$ cat src/rtl/usb_rx_fifo.sv
// Byte FIFO between the USB-serial receive pipeline and the CPU input port.
// Optional almost_full output enabled by defining USB_RX_FIFO_ALMOST_FULL_EN.
module usb_rx_fifo #(
    parameter int DEPTH = 16,
    parameter int WIDTH = 8,
    parameter int LW    = $clog2(DEPTH) + 1
`ifdef USB_RX_FIFO_ALMOST_FULL_EN
    ,
    parameter int AF_THRESH = DEPTH - 4
`endif
) (
    input  logic             clk,
    input  logic             rst,
    input  logic [WIDTH-1:0] in_data,
    input  logic             in_valid,
    output logic             in_ready,
    output logic [WIDTH-1:0] out_data,
    output logic             out_valid,
    input  logic             out_ready,
    input  logic             flush,
    input  logic             clr_ovf,
    output logic [LW-1:0]    level,
    output logic             overrun
`ifdef USB_RX_FIFO_ALMOST_FULL_EN
    ,
    output logic             almost_full
`endif
);

    localparam int PW = $clog2(DEPTH);

    if (DEPTH < 2 || (DEPTH & (DEPTH - 1)) != 0) begin : g_depth_check
        $error("usb_rx_fifo: DEPTH must be a power of two and at least 2");
    end

    logic [WIDTH-1:0] mem [DEPTH];
    logic [PW-1:0]    wr_ptr;
    logic [PW-1:0]    rd_ptr;
    logic [LW-1:0]    count;
    logic [LW-1:0]    count_next;
    logic             push;
    logic             pop;
    logic             ovf_event;

    // Handshake flags come from the registered count only; no out_ready -> in_ready path.
    always_comb begin
        in_ready  = (count != LW'(DEPTH));
        out_valid = (count != '0);
        out_data  = mem[rd_ptr];
        level     = count;
        push      = in_valid & in_ready & ~flush;
        pop       = out_valid & out_ready & ~flush;
        ovf_event = in_valid & ~in_ready;
    end

    always_comb begin
        count_next = count;
        if (flush) begin
            count_next = '0;
        end else begin
            case ({push, pop})
                2'b10:   count_next = count + LW'(1);
                2'b01:   count_next = count - LW'(1);
                default: count_next = count;
            endcase
        end
    end

    always_ff @(posedge clk or posedge rst) begin
        if (rst) begin
            wr_ptr  <= '0;
            rd_ptr  <= '0;
            count   <= '0;
            overrun <= 1'b0;
        end else begin
            count <= count_next;
            if (flush) begin
                wr_ptr <= '0;
                rd_ptr <= '0;
            end else begin
                if (push) wr_ptr <= wr_ptr + PW'(1);
                if (pop)  rd_ptr <= rd_ptr + PW'(1);
            end
            // A new overrun event outranks a simultaneous clear.
            if (ovf_event) begin
                overrun <= 1'b1;
            end else if (clr_ovf) begin
                overrun <= 1'b0;
            end
        end
    end

    always_ff @(posedge clk) begin
        if (push) mem[wr_ptr] <= in_data;
    end

`ifdef USB_RX_FIFO_ALMOST_FULL_EN
    always_ff @(posedge clk or posedge rst) begin
        if (rst) begin
            almost_full <= 1'b0;
        end else begin
            almost_full <= (int'(count_next) >= AF_THRESH);
        end
    end
`endif

endmodule

$ cat config.mk
export PLATFORM = sky130hd
export DESIGN_NAME = usb_rx_fifo
export DESIGN_NICKNAME = d
export VERILOG_FILES = /design/src/rtl/usb_rx_fifo.sv
export SDC_FILE = /design/constraint.sdc
export NUM_CORES = 1
export LEC_CHECK = 0
export CORE_MARGIN = 5
export CORE_UTILIZATION = 54
export DETAILED_ROUTE_END_ITERATION = 12
export MAX_ROUTING_LAYER = met4
export PLACE_DENSITY_LB_ADDON = 0.2
export SKIP_CTS_REPAIR_TIMING = 1
export SYNTH_ARGS = -nofsm -noshare
export SYNTH_HDL_FRONTEND = slang
export SYNTH_SLANG_ARGS = --single-unit
$ cat constraint.sdc
create_clock -name clk -period 2.38 [get_ports clk]
set_input_delay 0.357 -clock clk [delete_from_list [all_inputs] [get_ports clk]]
set_output_delay 0.357 -clock clk [all_outputs]
set_load 0.01 [all_outputs]
* Word level (Yosys, flattened, before mapping)
Memories as Yosys holds them, arrays and structs flattened.
Index checks and enable logic that the tools add are counted.
** Cells by class
- Multiplexer cells :: 10
- Add/sub/neg operators :: 4
- Bitwise gates (word level) :: 7
- Reduce and logical (&&, ||, !) cells :: 5
- Multipliers :: 0
- Eq/ne operators :: 3
- Magnitude comparators :: 0
- Divide/modulo/power cells :: 0
- Shift-type cells :: 0
** Operators with widths (number)
- 4-bit two-way mux :: 4
- 5-bit one-hot mux with 2 select lines :: 1
- 4-bit by 1-bit adder with 4-bit output, second input constant :: 2
- 2-bit nonzero test :: 3
- 5-bit by 1-bit adder with 5-bit output, second input constant :: 1
- 1-bit AND :: 5
- 5-bit two-way mux :: 1
- 5-bit != test, second input constant :: 1
- 5-bit nonzero test :: 1
- 5-bit by 1-bit subtractor with 5-bit output, second input constant :: 1
- 1-bit two-way mux :: 4
- 3-bit nonzero test :: 1
- 2-bit by 1-bit equality test with 1-bit output, second input constant :: 1
- 2-bit equality test, second input constant :: 1
- 1-bit NOT :: 2
** Word-level totals
- Register bits after elaboration :: 14
- Memories :: 1
- Bits in latches :: 0
- Logic and storage cells :: 34
- Output and inout bits :: 16
- Input port bits :: 14
- RAM bits :: 128
- ROM bits :: 0
** Memory list
- mem :: words 16, width 8, rd ports 1, clocked after memory_dff 0, write ports 1, line 36 : logic [WIDTH-1:0] mem [DEPTH];

* Longest topological paths before layout
Gate-level depths: netlist of run 1.
- Word-level depth :: 6
- Mapped depth :: 11
- Gate-level depth less buffers :: 11

* Least setup slack after synthesis of run 1
No wires, ideal clock.
- Kind :: register to register
- Start point :: register count[3], in the netlist level[3]
- End point :: register count[4], in the netlist level[4]
- Cell stages (with the launch flop) :: 10
- Clock period less this slack :: 2.658 ns
- Buffers on the path :: 0
- Required time :: 2.302 ns
- Setup time :: 0.078 ns
- Arrival time :: 2.580 ns
- Slack :: -0.278 ns
- Path through :: dfrtp_1 -> nor4_4 -> a21boi_2 -> or3_1 -> fa_1 -> nand2b_1 -> a21oi_1 -> mux2i_1 -> a32oi_1 -> a21oi_1
** On the way
- Longest elaborated chain between the ends :: 6
- Elaborated cells between the ends (all ways) :: 13
- Classes of those cells :: add/sub: 2; eq/ne: 3; mux: 2; bitwise: 4; reduce/logical: 2
** RTL lines
- start: declaration :: line 39 : logic [LW-1:0] count;
- start signal: assignment :: line 76 : count <= count_next;
- 5-bit != test or 5-bit nonzero test (tied branches) :: line 47, 48
- 1-bit AND, on equally long branches (2 in a row) :: line 51, 52
- 2-bit by 1-bit equality test with 1-bit output or 2-bit equality test (tied branches) :: line 61 : case ({push, pop})
- 5-bit one-hot mux with 2 select lines :: line 61
- 5-bit two-way mux :: line 58 : if (flush) begin
Parallel ways exist; a longest one is shown, timed or not.
A chain may end at the register's enable or synchronous reset.

* Final worst setup path of run 1
- Start point :: register rd_ptr[0]
- End point :: output port out_data[3]
** On the way
- Longest elaborated chain between the ends :: 1
** RTL lines
- start: declaration :: line 38 : logic [PW-1:0] rd_ptr;
- start signal: assignment :: line 82 : if (pop) rd_ptr <= rd_ptr + PW'(1);
- memory read 16 x 8 bit
- end: declaration :: line 17 : output logic [WIDTH-1:0] out_data,
Every way passes these cells.

==> results of run 1 <==
==> routing by layer <==
layer  GRT usage (%)  up-vias
li1                -     1368
met1           27.20     1654
met2           33.60      105
met3           4.968       12
met4           5.780        0
met5               -        -
==> worst max-delay path by stage <==
stage / start / end / depth (start not counted) / slack, ps
after floorplan: level[2]$_DFFE_PP0P_ / level[4]$_DFFE_PP0P_ / 11 / -140
after global placement: rd_ptr[0]$_DFFE_PP0P_ / out_data[6] / 4 / -170
after detailed placement: out_ready / level[4]$_DFFE_PP0P_ / 9 / -260
after CTS: rd_ptr[0]$_DFFE_PP0P_ / out_data[6] / 4 / -770
after global routing: rd_ptr[0]$_DFFE_PP0P_ / out_data[0] / 6 / -450
final: rd_ptr[0]$_DFFE_PP0P_ / out_data[3] / 6 / -400
==> power by group through the flow <==
stage / clock network, mW / logic (mW) / registers, mW
final: 2.55 / 1.72 / 2.86
after detailed placement: 0 / 1.53 / 2.91
after global routing: 2.70 / 1.85 / 2.87
after CTS: 2.58 / 1.53 / 2.86
after global placement: 0 / 1.49 / 2.90
after floorplan: 0 / 0.857 / 2.93
==> cell type report <==
class | count | share of cell area (%)
Inverter | 7 | 0.3914
Multi-Input combinational cell | 132 | 21.46
Sequential cell | 142 | 57.10
Clock buffer | 21 | 5.837
Timing Repair Buffer | 85 | 10.91
Tap cell | 140 | 2.383
Clock inverter | 11 | 1.923
==> synth_stat cells, types with 4 or more instances <==
cell type / n / area (um^2)
nor2_1: 30 / 112.6
edfxtp_1: 128 / 3844
xnor2_1: 4 / 35.03
mux4_1: 30 / 788.3
nand2_1: 10 / 37.54
clkbuf_1: 8 / 30.03
a21oi_1: 6 / 30.03
or3_1: 4 / 25.02
ha_1: 8 / 100.1
inv_1: 7 / 26.28
dfrtp_1: 14 / 350.3
nand3_1: 5 / 25.02
xor2_1: 4 / 35.03
mux4_2: 10 / 225.2
==> sequential cells by signal, summed over array words and instances, names as in the netlist <==
name / flops
mem: 128
level: 5
rd_ptr: 4
wr_ptr: 4
overrun: 1
==> cell usage in the layout (no fill, tap or decap), drive strengths merged, types with 2 or more instances in the layout <==
cell type / Yosys / final
edfxtp: 128 / 128
or3: 4 / 4
ha: 8 / 8
bufinv: 0 / 3
nor2: 30 / 30
xor2: 4 / 4
dfrtp: 14 / 14
clkinv: 0 / 6
a21o: 2 / 2
dlymetal6s2s: 0 / 4
nand2b: 2 / 2
a21oi: 6 / 6
clkbuf: 8 / 22
nand2: 10 / 10
inv: 7 / 8
buf: 4 / 61
xnor2: 4 / 4
mux2i: 3 / 3
nand3: 5 / 5
mux4: 40 / 40
o21ai: 2 / 2
clkdlybuf4s50: 0 / 19
a21boi: 2 / 2
==> cell families (layout without fill, tap and decap cells) <==
family,count (synthesis),after routing,share of synthesized area (%)
DFF,142,142,70.99
adders and majority gates,9,9,2.033
xor gates and xnor gates,8,8,1.186
muxes,43,43,17.66
and+or+nand+nor,57,57,4.638
AOI/OAI and AO/OA,15,15,1.715
buffers and inverters,19,124,1.779
==> through the flow <==
step	TNS [ps]	setup WS, ps
finish	-2771	-402.1
global route	-3440	-453.2
CTS	-5940	-766.4
detailed placement	-1481	-256.7
global placement	-1193	-168.1
floorplan	-138.4	-138.4
==> worst max-delay path: cells and delay by family, from the launching register on <==
family / cells / cell delay, ps
buffers and inverters: 4 / 490
DFF: 1 / 410
muxes: 2 / 1000
==> results.sh, run 1 <==
export IMPL_status="complete, but fails checks"
export IMPL_failed_checks="negative setup slack"
export IMPL_wl_met1_um=5033
export IMPL_async_flop_share_pct=9.859
export IMPL_reg2reg_to="level[4]$_DFFE_PP0P_"
export IMPL_row_count=38
export IMPL_setup_viol=9
export IMPL_fin_ws_ps=-402.1
export IMPL_post_drt_wl_per_cell_um=22.91
export IMPL_p_switching_mw=1.743
export IMPL_power_mw=7.124
export IMPL_final_core_util_pct=68.12
export IMPL_synth_area_um2=5908
export IMPL_clk_root_buffer_cell="clkbuf_8"
export IMPL_required_ps=2020
export IMPL_cp_cell_sequence="buf_12, buf_6, buf_6, mux4_2, mux4_2, buf_6"
export IMPL_dpl_instance_area_um2=6688
export IMPL_period_needed_ps=2782
export IMPL_switching_share_pct=24.47
export IMPL_dieHeight_um=114.6
export IMPL_antenna_left=0
export IMPL_pwr_share_comb_pct=24.1
export IMPL_syn_inst=293
export IMPL_startpoint_type="flip-flop"
export IMPL_syn_to_final_growth_pct=24.44
export IMPL_power_frac_seq_pct=40.2
export IMPL_htree_levels=4
export IMPL_wirelength_um=12320
export IMPL_max_slew_margin_pct=60.31
export IMPL_reg2reg_depth=10
export IMPL_clock_latency_ps=520
export IMPL_grt_first_pass_wirelength_um=18860
export IMPL_met3WireLength_um=780
export IMPL_drv_cap=0
export IMPL_dieArea_um2=13130
export IMPL_grt_max_degree=34
export IMPL_die_w_um=114.6
export IMPL_finalCritPeriodShare_pct=116.9
export IMPL_drive_gt1_share_pct=33.42
export IMPL_critical_path_max_stage_delay_ps=500
export IMPL_cp_common_cell="buf_6"
export IMPL_seqCellArea_um2=4198
export IMPL_numCtsBuffers=17
export IMPL_cts_tree="done"
export IMPL_antenna_found_initial=0
export IMPL_top_layer_used="met4"
export IMPL_clkPwrFrac_pct=35.7
export IMPL_ys_warn_count=0
export IMPL_dp_cells=494
export IMPL_reg2reg_slack_ps=-120
export IMPL_firstDrtPassIters=4
export IMPL_wl_met2_um=6374
export IMPL_dr_total_vias=3139
export IMPL_setup_worst_path_end_class="primary output"
export IMPL_core_um2=10790
export IMPL_io_pins=30
export IMPL_power_density_nw_per_um2=969.0
export IMPL_syn_nets=316
export IMPL_synth_edf_count=128
export IMPL_io_buffer_count=29
export IMPL_critPathMaxFanout=8
export IMPL_crit_slowest_cell="mux4_2"
export IMPL_vdd_drop_max_mv=0.4986
export IMPL_multi_input_area_um2=1578
export IMPL_rsz0062_at_grt="yes"
export IMPL_worstReg2RegStart="level[3]$_DFFE_PP0P_"
export IMPL_hold_violations=0
export IMPL_avgSynthCellArea_um2=20.16
export IMPL_grt_pass1_vias=3148
export IMPL_holdWs_ps=197.7
export IMPL_fillers=711
export IMPL_initial_utilization_pct=54.74
export IMPL_gr_total_overflow=0
export IMPL_design_area_um2=7352
export IMPL_track_usage_pct=20.97
export IMPL_dpl_hpwl_um=7746
export IMPL_ys_seq_area_share_pct=70.99
export IMPL_num_antenna_cells=0
export IMPL_cts_num_sinks=142
export IMPL_clkTransAtPathRegs_ps=60
export IMPL_stdcell_count=538
export IMPL_holdCritPathClass="primary input to async pin"
export IMPL_clock_skew_final_ps=4.927
export IMPL_worstPathArrival_ps=2430
export IMPL_clock_path_buffers=2
export IMPL_fin_nets=408
export IMPL_ys_ff_latch=142
export IMPL_first_iter_violations=284
export IMPL_worstSetupPathType="flip-flop to primary output"
export IMPL_final_max_slew_violation_count=0
export IMPL_synth_ff_type="edfxtp_1"
export IMPL_power_leakage_nw=2.576
export IMPL_vias_per_cell=5.835
export IMPL_ys_types=32
export IMPL_drc=0
export IMPL_fmax_mhz=359.4
export IMPL_routabilityCongestion=0.7965
export IMPL_internal_power_mw=5.381
export IMPL_worst_pin_slew_ps=593.5
Note: power is estimated with default switching activity, not from simulation.
==> run 2, diff against run 1 <==
--- a/config.mk
+++ b/config.mk
@@ -6,7 +6,8 @@
 export NUM_CORES = 1
 export LEC_CHECK = 0
 export CORE_MARGIN = 5
-export CORE_UTILIZATION = 54
+export CORE_UTILIZATION = 56
+export CTS_BUF_LIST = sky130_fd_sc_hd__clkbuf_2 sky130_fd_sc_hd__clkbuf_4 sky130_fd_sc_hd__clkbuf_8
 export DETAILED_ROUTE_END_ITERATION = 12
 export MAX_ROUTING_LAYER = met4
 export PLACE_DENSITY_LB_ADDON = 0.2
==> run 2 against run 1 <==
Hold slack better by 97 ps. Register-to-register slack worse by 40 ps. Design area hardly changed. Critical path depth stayed put. Largest power group unchanged. Sequential share of layout area hardly changed. The run still ends with negative setup slack left. Count of clock-buffer cells in the layout is 3 lower. Flip-flop and latch count stayed put. Clock power is 22% lower. Via count is 0.57% higher. First-iteration DRC count is 19% lower. Sequential power hardly changed.
==> results.sh, run 2 (synthesis results as in run 1) <==
export IMPL_status="complete, but fails checks"
export IMPL_failed_checks="negative setup slack"
export IMPL_dpl_hpwl_um=7641
export IMPL_drive_gt1_share_pct=39.02
export IMPL_dr_total_vias=3157
export IMPL_gr_total_overflow=0
export IMPL_clock_skew_final_ps=8.057
export IMPL_routabilityCongestion=0.8328
export IMPL_fmax_mhz=372.7
export IMPL_row_count=37
export IMPL_top_register="mem"
export IMPL_track_usage_pct=20.07
export IMPL_final_max_slew_violation_count=0
export IMPL_worstSetupPathType="flip-flop to primary output"
export IMPL_first_iter_violations=230
export IMPL_core_um2=10320
export IMPL_drc=0
export IMPL_grt_pass1_vias=3119
export IMPL_syn_to_final_growth_pct=24.33
export IMPL_power_density_nw_per_um2=916.9
export IMPL_io_pins=30
export IMPL_post_drt_wl_per_cell_um=22.94
export IMPL_fillers=658
export IMPL_period_needed_ps=2683
export IMPL_numCtsBuffers=17
export IMPL_finalCritPeriodShare_pct=112.7
export IMPL_pwr_share_comb_pct=28.0
export IMPL_io_buffer_count=29
export IMPL_cts_num_sinks=142
export IMPL_layout_common_cells="edfxtp_1 (128), buf_4 (57), mux4_2 (30)"
export IMPL_worst_pin_slew_ps=593.1
export IMPL_vias_per_cell=5.782
export IMPL_holdCritPathClass="primary input to async pin"
export IMPL_wirelength_um=12530
export IMPL_startpoint_type="flip-flop"
export IMPL_drv_cap=0
export IMPL_multi_input_area_um2=1642
export IMPL_power_mw=6.736
export IMPL_internal_power_mw=4.952
export IMPL_hold_violations=0
export IMPL_final_common_cell="edfxtp_1"
export IMPL_dieHeight_um=112.7
export IMPL_switching_share_pct=26.49
export IMPL_initial_utilization_pct=57.23
export IMPL_grt_max_degree=36
export IMPL_cts_tree="done"
export IMPL_die_w_um=112.7
export IMPL_dieArea_um2=12700
export IMPL_clock_path_buffers=2
export IMPL_holdWs_ps=294.6
export IMPL_required_ps=2020
export IMPL_htree_levels=4
export IMPL_clk_root_buffer_cell="clkbuf_8"
export IMPL_antenna_found_initial=0
export IMPL_setup_tns_ps=-2257
export IMPL_clock_latency_ps=420
export IMPL_setup_worst_path_end_class="primary output"
export IMPL_grt_first_pass_wirelength_um=18050
export IMPL_setup_viol=9
export IMPL_firstDrtPassIters=4
export IMPL_critPathMaxFanout=6
export IMPL_num_antenna_cells=0
export IMPL_seqCellArea_um2=4198
export IMPL_fin_nets=420
export IMPL_rsz0062_at_grt="yes"
export IMPL_worstPathArrival_ps=2330
export IMPL_power_leakage_nw=2.572
export IMPL_power_frac_seq_pct=42.3
export IMPL_p_switching_mw=1.784
export IMPL_max_slew_margin_pct=60.42
export IMPL_vdd_drop_max_mv=0.6584
export IMPL_fin_ws_ps=-303.3
export IMPL_clkPwrFrac_pct=29.7
export IMPL_clkTransAtPathRegs_ps=80
export IMPL_largest_reg_flops=128
export IMPL_antenna_left=0
==> run 2: cell type report <==
type	instances	share of cell area (%)
sequential	142	57.15
tap	136	2.316
multi-input combinational	132	22.35
clock inverter	14	2.470
timing repair buffer	97	12.04
inverter	7	0.3918
clock buffer	18	3.287
==> run 2: metal layers <==
layer / share of wire (%) / GRT usage [%]
met4: 1.0 / 5.048
met5: 0 / -
met1: 42 / 26.48
met2: 51 / 32.94
met3: 6.2 / 3.583
==> run 2: worst max-delay path, stage by stage, from the launching register on <==
cell and delay [ps]:
dfrtp_2 430, buf_12 140, buf_8 120, buf_6 110
mux4_2 440, mux4_2 520, buf_6 140
==> run 2: metrics by stage <==
stage,worst slack [ps],instances,util (%),instance area [um^2]
floorplan,-138.4,293,-,5932
global placement,-172.1,493,65.07,6718
detailed placement,-199.1,493,65.07,6718
CTS,-700.7,525,69.17,7141
global route,-385.7,546,71.16,7346
finish,-303.3,546,71.16,7346
==> run 2: power by group through the flow <==
| stage | clock network (mW) | registers (mW) | logic, mW |
|---|---|---|---|
| after floorplan | 0 | 2.93 | 0.857 |
| after global placement | 0 | 2.90 | 1.51 |
| after detailed placement | 0 | 2.91 | 1.53 |
| after CTS | 2.02 | 2.85 | 1.54 |
| after global routing | 2.16 | 2.86 | 2.02 |
| final | 2.00 | 2.85 | 1.88 |
==> run 2: path summary, 6_finish.rpt <==
| path | from | endpoint | slack (ps) | cells past startpoint |
|---|---|---|---|---|
| min | rst | level[3]$_DFFE_PP0P_ | 290 | 2 |
| max reg2reg | level[3]$_DFFE_PP0P_ | level[4]$_DFFE_PP0P_ | -160 | 11 |
| max in group asynchronous | rst | rd_ptr[0]$_DFFE_PP0P_ | 1660 | 2 |
| min reg2reg | overrun$_DFFE_PP0P_ | overrun$_DFFE_PP0P_ | 530 | 2 |
| min in group clk | clr_ovf | overrun$_DFFE_PP0P_ | 510 | 2 |
| max | rd_ptr[0]$_DFFE_PP0P_ | out_data[6] | -300 | 6 |
